==> src/rtl/display_timing_ctrl_pkg.sv <==
// Shared definitions for the DVI pixel timing sequencer: FSM encoding and default
// 640x480@60 timing with derived totals and sync window bounds.
package display_timing_ctrl_pkg;

  typedef enum logic [1:0] {
    ST_IDLE  = 2'd0,
    ST_RUN   = 2'd1,
    ST_DRAIN = 2'd2
  } state_e;

  localparam int DEF_H_ACTIVE = 640;
  localparam int DEF_H_FP     = 16;
  localparam int DEF_H_SYNC   = 96;
  localparam int DEF_H_BP     = 48;
  localparam int DEF_V_ACTIVE = 480;
  localparam int DEF_V_FP     = 10;
  localparam int DEF_V_SYNC   = 2;
  localparam int DEF_V_BP     = 33;

  localparam int H_TOTAL  = DEF_H_ACTIVE + DEF_H_FP + DEF_H_SYNC + DEF_H_BP;
  localparam int V_TOTAL  = DEF_V_ACTIVE + DEF_V_FP + DEF_V_SYNC + DEF_V_BP;
  // Sync windows are half-open: START <= pos < END.
  localparam int HS_START = DEF_H_ACTIVE + DEF_H_FP;
  localparam int HS_END   = HS_START + DEF_H_SYNC;
  localparam int VS_START = DEF_V_ACTIVE + DEF_V_FP;
  localparam int VS_END   = VS_START + DEF_V_SYNC;

  localparam int POS_W = 12;

endpackage

==> src/rtl/display_timing_ctrl_timing_counter.sv <==
// Wrap counter with enable, synchronous clear and terminal-count flag. The next value
// is exported so the parent can register outputs coherent with the counter.
module timing_counter #(
  parameter int WIDTH = 12,
  parameter int MAX   = 799
) (
  input  logic             clk_i,
  input  logic             rst_i,
  input  logic             clear_i,
  input  logic             en_i,
  output logic [WIDTH-1:0] count_o,
  output logic [WIDTH-1:0] next_o,
  output logic             tc_o
);

  logic [WIDTH-1:0] count_q, count_d;

  assign tc_o = (count_q == WIDTH'(MAX));

  always_comb begin
    count_d = count_q;
    if (clear_i) begin
      count_d = '0;
    end else if (en_i) begin
      count_d = tc_o ? '0 : count_q + 1'b1;
    end
  end

  always_ff @(posedge clk_i or posedge rst_i) begin
    if (rst_i) begin
      count_q <= '0;
    end else begin
      count_q <= count_d;
    end
  end

  assign count_o = count_q;
  assign next_o  = count_d;

endmodule

==> src/rtl/display_timing_ctrl.sv <==
// Pixel-clock timing sequencer: IDLE/RUN/DRAIN control with frame-aligned stop, and
// registered DE/sync/strobe outputs computed from the counters' next values.
module display_timing_ctrl
  import display_timing_ctrl_pkg::*;
#(
  parameter int H_ACTIVE = DEF_H_ACTIVE,
  parameter int H_FP     = DEF_H_FP,
  parameter int H_SYNC   = DEF_H_SYNC,
  parameter int H_BP     = DEF_H_BP,
  parameter int V_ACTIVE = DEF_V_ACTIVE,
  parameter int V_FP     = DEF_V_FP,
  parameter int V_SYNC   = DEF_V_SYNC,
  parameter int V_BP     = DEF_V_BP,
  parameter bit H_POL    = 1'b0,
  parameter bit V_POL    = 1'b0
) (
  input  logic             i_pix_clk,
  input  logic             i_rst,
  input  logic             i_enable,
  output logic             o_de,
  output logic             o_hsync,
  output logic             o_vsync,
  output logic [1:0]       o_ctrl_ch0,
  output logic [1:0]       o_ctrl_ch1,
  output logic [1:0]       o_ctrl_ch2,
  output logic [POS_W-1:0] o_sx,
  output logic [POS_W-1:0] o_sy,
  output logic             o_line_start,
  output logic             o_frame_start,
  output logic             o_running
);

  localparam int X_TOTAL = H_ACTIVE + H_FP + H_SYNC + H_BP;
  localparam int Y_TOTAL = V_ACTIVE + V_FP + V_SYNC + V_BP;
  localparam logic [POS_W-1:0] X_ACT = POS_W'(H_ACTIVE);
  localparam logic [POS_W-1:0] X_HS0 = POS_W'(H_ACTIVE + H_FP);
  localparam logic [POS_W-1:0] X_HS1 = POS_W'(H_ACTIVE + H_FP + H_SYNC);
  localparam logic [POS_W-1:0] Y_ACT = POS_W'(V_ACTIVE);
  localparam logic [POS_W-1:0] Y_VS0 = POS_W'(V_ACTIVE + V_FP);
  localparam logic [POS_W-1:0] Y_VS1 = POS_W'(V_ACTIVE + V_FP + V_SYNC);

  state_e state_q, state_d;

  logic [POS_W-1:0] sx_q, sx_next, sy_q, sy_next;
  logic             x_tc, y_tc, frame_end, counting, cnt_clear;

  logic de_q, de_d, hsync_q, hsync_d, vsync_q, vsync_d;
  logic line_q, line_d, frame_q, frame_d, running_q, running_d;

  assign counting  = (state_q != ST_IDLE);
  assign cnt_clear = (state_q == ST_IDLE);
  assign frame_end = x_tc & y_tc;

  timing_counter #(.WIDTH(POS_W), .MAX(X_TOTAL - 1)) u_x_cnt (
    .clk_i   (i_pix_clk),
    .rst_i   (i_rst),
    .clear_i (cnt_clear),
    .en_i    (counting),
    .count_o (sx_q),
    .next_o  (sx_next),
    .tc_o    (x_tc)
  );

  timing_counter #(.WIDTH(POS_W), .MAX(Y_TOTAL - 1)) u_y_cnt (
    .clk_i   (i_pix_clk),
    .rst_i   (i_rst),
    .clear_i (cnt_clear),
    .en_i    (counting & x_tc),
    .count_o (sy_q),
    .next_o  (sy_next),
    .tc_o    (y_tc)
  );

  // A low enable sampled on the final pixel stops immediately, from RUN or DRAIN alike.
  always_comb begin
    state_d = state_q;
    unique case (state_q)
      ST_IDLE:  if (i_enable) state_d = ST_RUN;
      ST_RUN:   if (!i_enable) state_d = frame_end ? ST_IDLE : ST_DRAIN;
      ST_DRAIN: begin
        if (i_enable)       state_d = ST_RUN;
        else if (frame_end) state_d = ST_IDLE;
      end
      default:  state_d = ST_IDLE;
    endcase
  end

  always_comb begin
    running_d = (state_d != ST_IDLE);
    de_d      = running_d && (sx_next < X_ACT) && (sy_next < Y_ACT);
    hsync_d   = (running_d && (sx_next >= X_HS0) && (sx_next < X_HS1)) ? H_POL : ~H_POL;
    vsync_d   = (running_d && (sy_next >= Y_VS0) && (sy_next < Y_VS1)) ? V_POL : ~V_POL;
    line_d    = running_d && (sx_next == '0);
    frame_d   = line_d && (sy_next == '0);
  end

  always_ff @(posedge i_pix_clk or posedge i_rst) begin
    if (i_rst) begin
      state_q   <= ST_IDLE;
      running_q <= 1'b0;
      de_q      <= 1'b0;
      hsync_q   <= ~H_POL;
      vsync_q   <= ~V_POL;
      line_q    <= 1'b0;
      frame_q   <= 1'b0;
    end else begin
      state_q   <= state_d;
      running_q <= running_d;
      de_q      <= de_d;
      hsync_q   <= hsync_d;
      vsync_q   <= vsync_d;
      line_q    <= line_d;
      frame_q   <= frame_d;
    end
  end

  assign o_de          = de_q;
  assign o_hsync       = hsync_q;
  assign o_vsync       = vsync_q;
  assign o_ctrl_ch0    = {vsync_q, hsync_q};
  assign o_ctrl_ch1    = 2'b00;
  assign o_ctrl_ch2    = 2'b00;
  assign o_sx          = sx_q;
  assign o_sy          = sy_q;
  assign o_line_start  = line_q;
  assign o_frame_start = frame_q;
  assign o_running     = running_q;

endmodule

==> config.mk <==
export PLATFORM = sky130hd
export DESIGN_NAME = display_timing_ctrl
export DESIGN_NICKNAME = d
export VERILOG_FILES = /design/src/rtl/display_timing_ctrl_pkg.sv /design/src/rtl/display_timing_ctrl_timing_counter.sv /design/src/rtl/display_timing_ctrl.sv
export SDC_FILE = /design/constraint.sdc
export NUM_CORES = 1
export LEC_CHECK = 0
export BUFFER_PORTS_ARGS = -buffer_cell sky130_fd_sc_hd__buf_2
export CORE_MARGIN = 2
export CORE_UTILIZATION = 55
export DETAILED_ROUTE_END_ITERATION = 16
export PLACE_DENSITY = 0.8
export SYNTH_ARGS = -nofsm -noshare
export SYNTH_HDL_FRONTEND = slang
export SYNTH_SLANG_ARGS = --single-unit
==> constraint.sdc <==
create_clock -name i_pix_clk -period 4.4 [get_ports i_pix_clk]
set_input_delay 0.88 -clock i_pix_clk [delete_from_list [all_inputs] [get_ports i_pix_clk]]
set_output_delay 0.88 -clock i_pix_clk [all_outputs]
set_load 0.05 [all_outputs]
Word-level counts from Yosys, hierarchy flattened
Index checks and enable logic that the tools add are counted.
Cells by class
  add/subtract/negate cells: 2
  multipliers: 0
  div/mod/pow operators: 0
  order comparisons: 6
  equality and inequality tests: 4
  shifts and indexed selects: 0
  multiplexer cells: 14
  bitwise operators: 2
  reductions and logical operators: 13
Operators by type and width (count)
  $mux W12: 6
  $add A12 B1 Y12 const B: 2
  $eq A12 B10 Y1 const B: 2
  $logic_not A12 Y1: 2
  $lt A12 B10 Y1 const B: 2
  $lt A12 B9 Y1 const B: 2
  $ge A12 B10 Y1 const B: 1
  $ge A12 B9 Y1 const B: 1
  $mux W2: 5
  $logic_and A1 B1 Y1: 8
  $pmux W2 S3: 1
  $reduce_bool A2 Y1: 2
  $and A1 B1 Y1: 2
  $eq A2 B1 Y1 const B: 1
  $eq A2 B2 Y1 const B: 1
  $logic_not A2 Y1: 1
  $mux W1: 2
Word-level totals
  flip-flop bits (word level): 32
  bits in latches: 0
  RAM bits: 0
  ROM bits: 0
  memories: 0

Longest topological paths before layout
  word-level depth: 9
  gate-level depth with buffers: 10

Modules after synthesis
From an unflattened synthesis, not the netlist that was laid out.
Second synthesis, totals
  cells, all modules: 186
  area total of the unflattened synthesis: 1775.5 µm²
By module, submodules not included
  timing_counter at u_y_cnt: times used 1, cells each 71, area an instance 675.6 µm²
  timing_counter at u_x_cnt: times used 1, cells each 65, area an instance 643.1 µm²
  display_timing_ctrl: times used 1, cells each 50, area an instance 456.7 µm²

Worst setup path before layout
No wires, ideal clock.
  path type: flip-flop to flip-flop
  start: register u_x_cnt.count_q[0], in the netlist u_x_cnt.count_o[0]
  end: register vsync_q, in the netlist o_vsync
  library setup time: 88 ps
  arrival time: 2727 ps
  slack: 1585 ps
  stages on the path, launching flop included: 10
  buffers on the path: 1
  period minus slack after synthesis: 2815 ps
  path through: dfrtp_1 -> ha_1 -> and4_1 -> buf_4 -> and4_1 -> o21ai_2 -> a32o_2 -> nor3_2 -> or3b_1 -> or3_1
RTL lines
  from (decl): line display_timing_ctrl_timing_counter.sv:16  | logic [WIDTH-1:0] count_q, count_d;
  from (signal assigned): line display_timing_ctrl_timing_counter.sv:33  | count_q <= count_d;
  $eq A12 B10 Y1 (*): line display_timing_ctrl_timing_counter.sv:18  | assign tc_o = (count_q == WIDTH'(MAX));
  $and A1 B1 Y1 (*): line display_timing_ctrl.sv:68  | .en_i (counting & x_tc),
  $mux W12 (*): line display_timing_ctrl_timing_counter.sv:24  | end else if (en_i) begin
  $mux W12 (*): line display_timing_ctrl_timing_counter.sv:22  | if (clear_i) begin
  via sy_next[11]: line display_timing_ctrl.sv:44  | logic [POS_W-1:0] sx_q, sx_next, sy_q, sy_next;
  $ge A12 B9 Y1: line display_timing_ctrl.sv:92  | vsync_d = (running_d && (sy_next >= Y_VS0) && (sy_next < Y_VS1)) ? V_POL : ~V_POL;
  $logic_and A1 B1 Y1: line display_timing_ctrl.sv:92
  $logic_and A1 B1 Y1 (*): line display_timing_ctrl.sv:92
  $mux W1 (*): line display_timing_ctrl.sv:92
  via vsync_d: line display_timing_ctrl.sv:47  | logic de_q, de_d, hsync_q, hsync_d, vsync_q, vsync_d;
  to (signal assigned): line display_timing_ctrl.sv:103  | vsync_q <= ~V_POL;
  to (signal assigned): line display_timing_ctrl.sv:111  | vsync_q <= vsync_d;
  to (decl): line display_timing_ctrl.sv:47
Mark *: on every way through the listed nets, which the timed path passes. The rest lies on a longest branch.

Final worst setup path
Ends and elaborated chain as after synthesis.

==> impl_metrics.py <==
metrics = {
    "clocking": {
        "cts_sinks": 32,
        "ctsResizeCount": 0,
        "cts_tree": "built",
        "post_cts_buffers": 0,
        "cts-root-buf": "clkbuf_4",
        "cts_hold_buf": 0,
        "cts_buffers": 5,
        "clk_latency_ns": 0.34,
        "cts_max_path_buffers": 2,
        "ctsHtreeMaxLevel": 2,
        "clkTransAtPathRegs_ns": 0.11,
    },
    "placement": {
        "place_ws_ns": 1.47,
        "portBuffers": 34,
        "dp_cells": 275,
        "placed_cell_area_um2": 2040,
        "post-dp-hpwl_mm": 2.92,
        "gp_congestion": 0.856,
    },
    "global_route": {
        "grt_max_degree": 33,
        "first_global_vias": 1479,
        "grt_pass1_wl_mm": 7.01,
        "antenna_found_initial": 0,
        "grt_use_total_pct": 22.7,
        "grt_overflow": 0,
    },
    "floorplanning": {
        "rows": 21,
        "dieArea_um2": 3910,
        "pin_count": 39,
        "core-area_um2": 3310,
        "start_util_pct": 57.0,
        "dieHeight_um": 62.6,
        "die_w_um": 62.6,
    },
    "synth": {
        "ys_seq_area_share_pct": 42.6,
        "synth_seq_cells": 32,
        "syn_area_um2": 1890,
        "synthCells": 206,
        "synth_cell_types": 48,
        "synthFlopType": "dfrtp_1",
        "synthArstFlopShare_pct": 100,
        "yosys_warnings": 0,
        "synth_edf_count": 0,
        "syn_area_per_cell_um2": 9.15,
    },
    "cells_and_area": {
        "fin_area_um2": 2120,
        "stdcell_count": 283,
        "antenna_cells": 0,
        "nNetsFinal": 242,
        "area_growth_pct": 12.4,
        "drive_gt1_share_pct": 21.9,
        "final_common_cell": "buf_2",
        "fill_cells": 311,
        "final_cell_mix": "34 x buf_2, 30 x dfrtp_1, 26 x nor2_1",
        "fin_util_pct": 64.0,
    },
    "worst_setup_path": {
        "critPathBufInv": 0,
        "crit_path_frequent_cell": "and4_1",
        "worst-path-max-fanout": 11,
        "end_kind": "flip-flop",
        "slowest_stage": "and4_1",
        "crit_chain": "ha_1 -> and4_1 -> and4_1 -> o21ai_2 -> a32o_2 -> nor3_2 -> or3b_1 -> or3_1",
        "path_class": "flip-flop to flip-flop",
        "arrival_ns": 3.26,
        "critPathMaxStageDelay_ns": 0.50,
        "startpoint_type": "flip-flop",
        "required_ns": 4.68,
        "critPathTopFamily": "simple AND/OR/NAND/NOR gates",
    },
    "sta": {
        "rsz0062_at_grt": "false",
        "fin_setup_tns_ns": 0,
        "final.setup.worst_slack_ns": 1.42,
        "hold_slack_ns": 0.560,
        "skew_ns": 0.0150,
        "hold_viol": 0,
        "fmax_mhz": 335,
        "setup_violations": 0,
        "finalCriticalPeriod_ns": 2.98,
        "finalMaxSlewViolations": 0,
        "period_share_pct": 67.7,
    },
    "hold_path": {
        "hold_class": "flip-flop to flip-flop",
    },
    "route": {
        "wl_mm": 4.04,
        "vias_per_cell": 5.75,
        "wl_per_cell_um": 14.3,
        "dr.pass1.iters": 4,
        "vias": 1626,
        "ant_nets": 0,
        "drtIter0Drc": 99,
        "drc": 0,
    },
    "pwr": {
        "finalPower_mw": 0.683,
        "p_leak_nw": 0.958,
        "cellPowerDensity_nw_per_um2": 322,
        "ir_worst_vdd_mv": 0.240,
    },
    "run_status": {
        "status": "finished, final reports clean",
    },
    "run": {
        "maxCapViolCount": 0,
    },
}
state kept, by name, summed over array words and instances, names as in the netlist:
name             cells
u_x_cnt.count_o     12
u_y_cnt.count_o     12
state_q              2
o_de                 1
o_frame_start        1
o_hsync              1
o_line_start         1
o_running            1
o_vsync              1
report_power, final:
group          internal, mW  switching (mW)  leakage [nW]
Clock                 0.118           0.107        0.0412
Combinational        0.0342          0.0978         0.493
Sequential            0.309          0.0163         0.424
Total                 0.462           0.221         0.958
layout make-up:
type                    instances  area [µm²]  area share (%)
clock buffers                   5        37.5            1.77
flip-flops and latches         32         803            37.9
inverters                       5        18.8           0.885
multi-input cells             156         975            46.0
repair buffers                 36         185            8.74
well taps                      46        57.6            2.72
clock inverters                 3        42.5            2.01
cell families after synthesis:
group	after synthesis	synth area share [%]
simple gates	103	30.3
other cells	1	0.199
xor+xnor	16	7.43
mux	1	0.531
buf+inv	21	6.30
flops	32	42.6
fa+ha+maj	3	1.99
compound gates	29	10.6
synthesized netlist by cell type, types with 2 or more instances:
master    count  area share, %
buf_2         2           0.53
or3_1         4            1.3
a21oi_1       7            1.9
nor4_1        3            1.0
buf_4         8            3.2
nand3_1       8            2.1
xnor2_1      10            4.6
inv_1         5            1.0
and2_1        7            2.3
nor2_1       26            5.2
o21a_1        3            1.2
xor2_1        6            2.8
ha_1          3            2.0
and4_1        6            2.8
dfrtp_1      30             40
nor3_1        3           0.80
nand2_1      19            3.8
nand4_1       9            3.0
o21ai_1       2           0.53
dfstp_2       2            2.8
nor3_2        2            1.1
o21ai_0       4            1.1
clkbuf_1      5            1.0
nand3b_1      4            1.6
and3_1        4            1.3
or3b_1        2           0.93
worst paths after layout:
path                                     from                 end  slack (ns)  cells past startpoint
max                        u_x_cnt.count_o[0]             o_vsync        1.42                      8
min                        u_x_cnt.count_o[0]  u_x_cnt.count_o[0]        0.56                      1
max reg2reg                u_x_cnt.count_o[0]             o_vsync        1.42                      8
min reg2reg                u_x_cnt.count_o[0]  u_x_cnt.count_o[0]        0.56                      1
max in group asynchronous               i_rst             o_vsync        3.48                      3
min in group asynchronous               i_rst  u_x_cnt.count_o[4]        0.59                      3
metal layers:
layer	routed length, µm	track usage [%]	vias to the layer above	share of wire [%]
li1	-	-	784	-
met1	1930	33.3	757	48
met2	1770	31.5	70	44
met3	229	5.77	15	5.7
met4	116	10.3	0	2.9
met5	0	0	-	0
(Power assumes the default switching activity.)
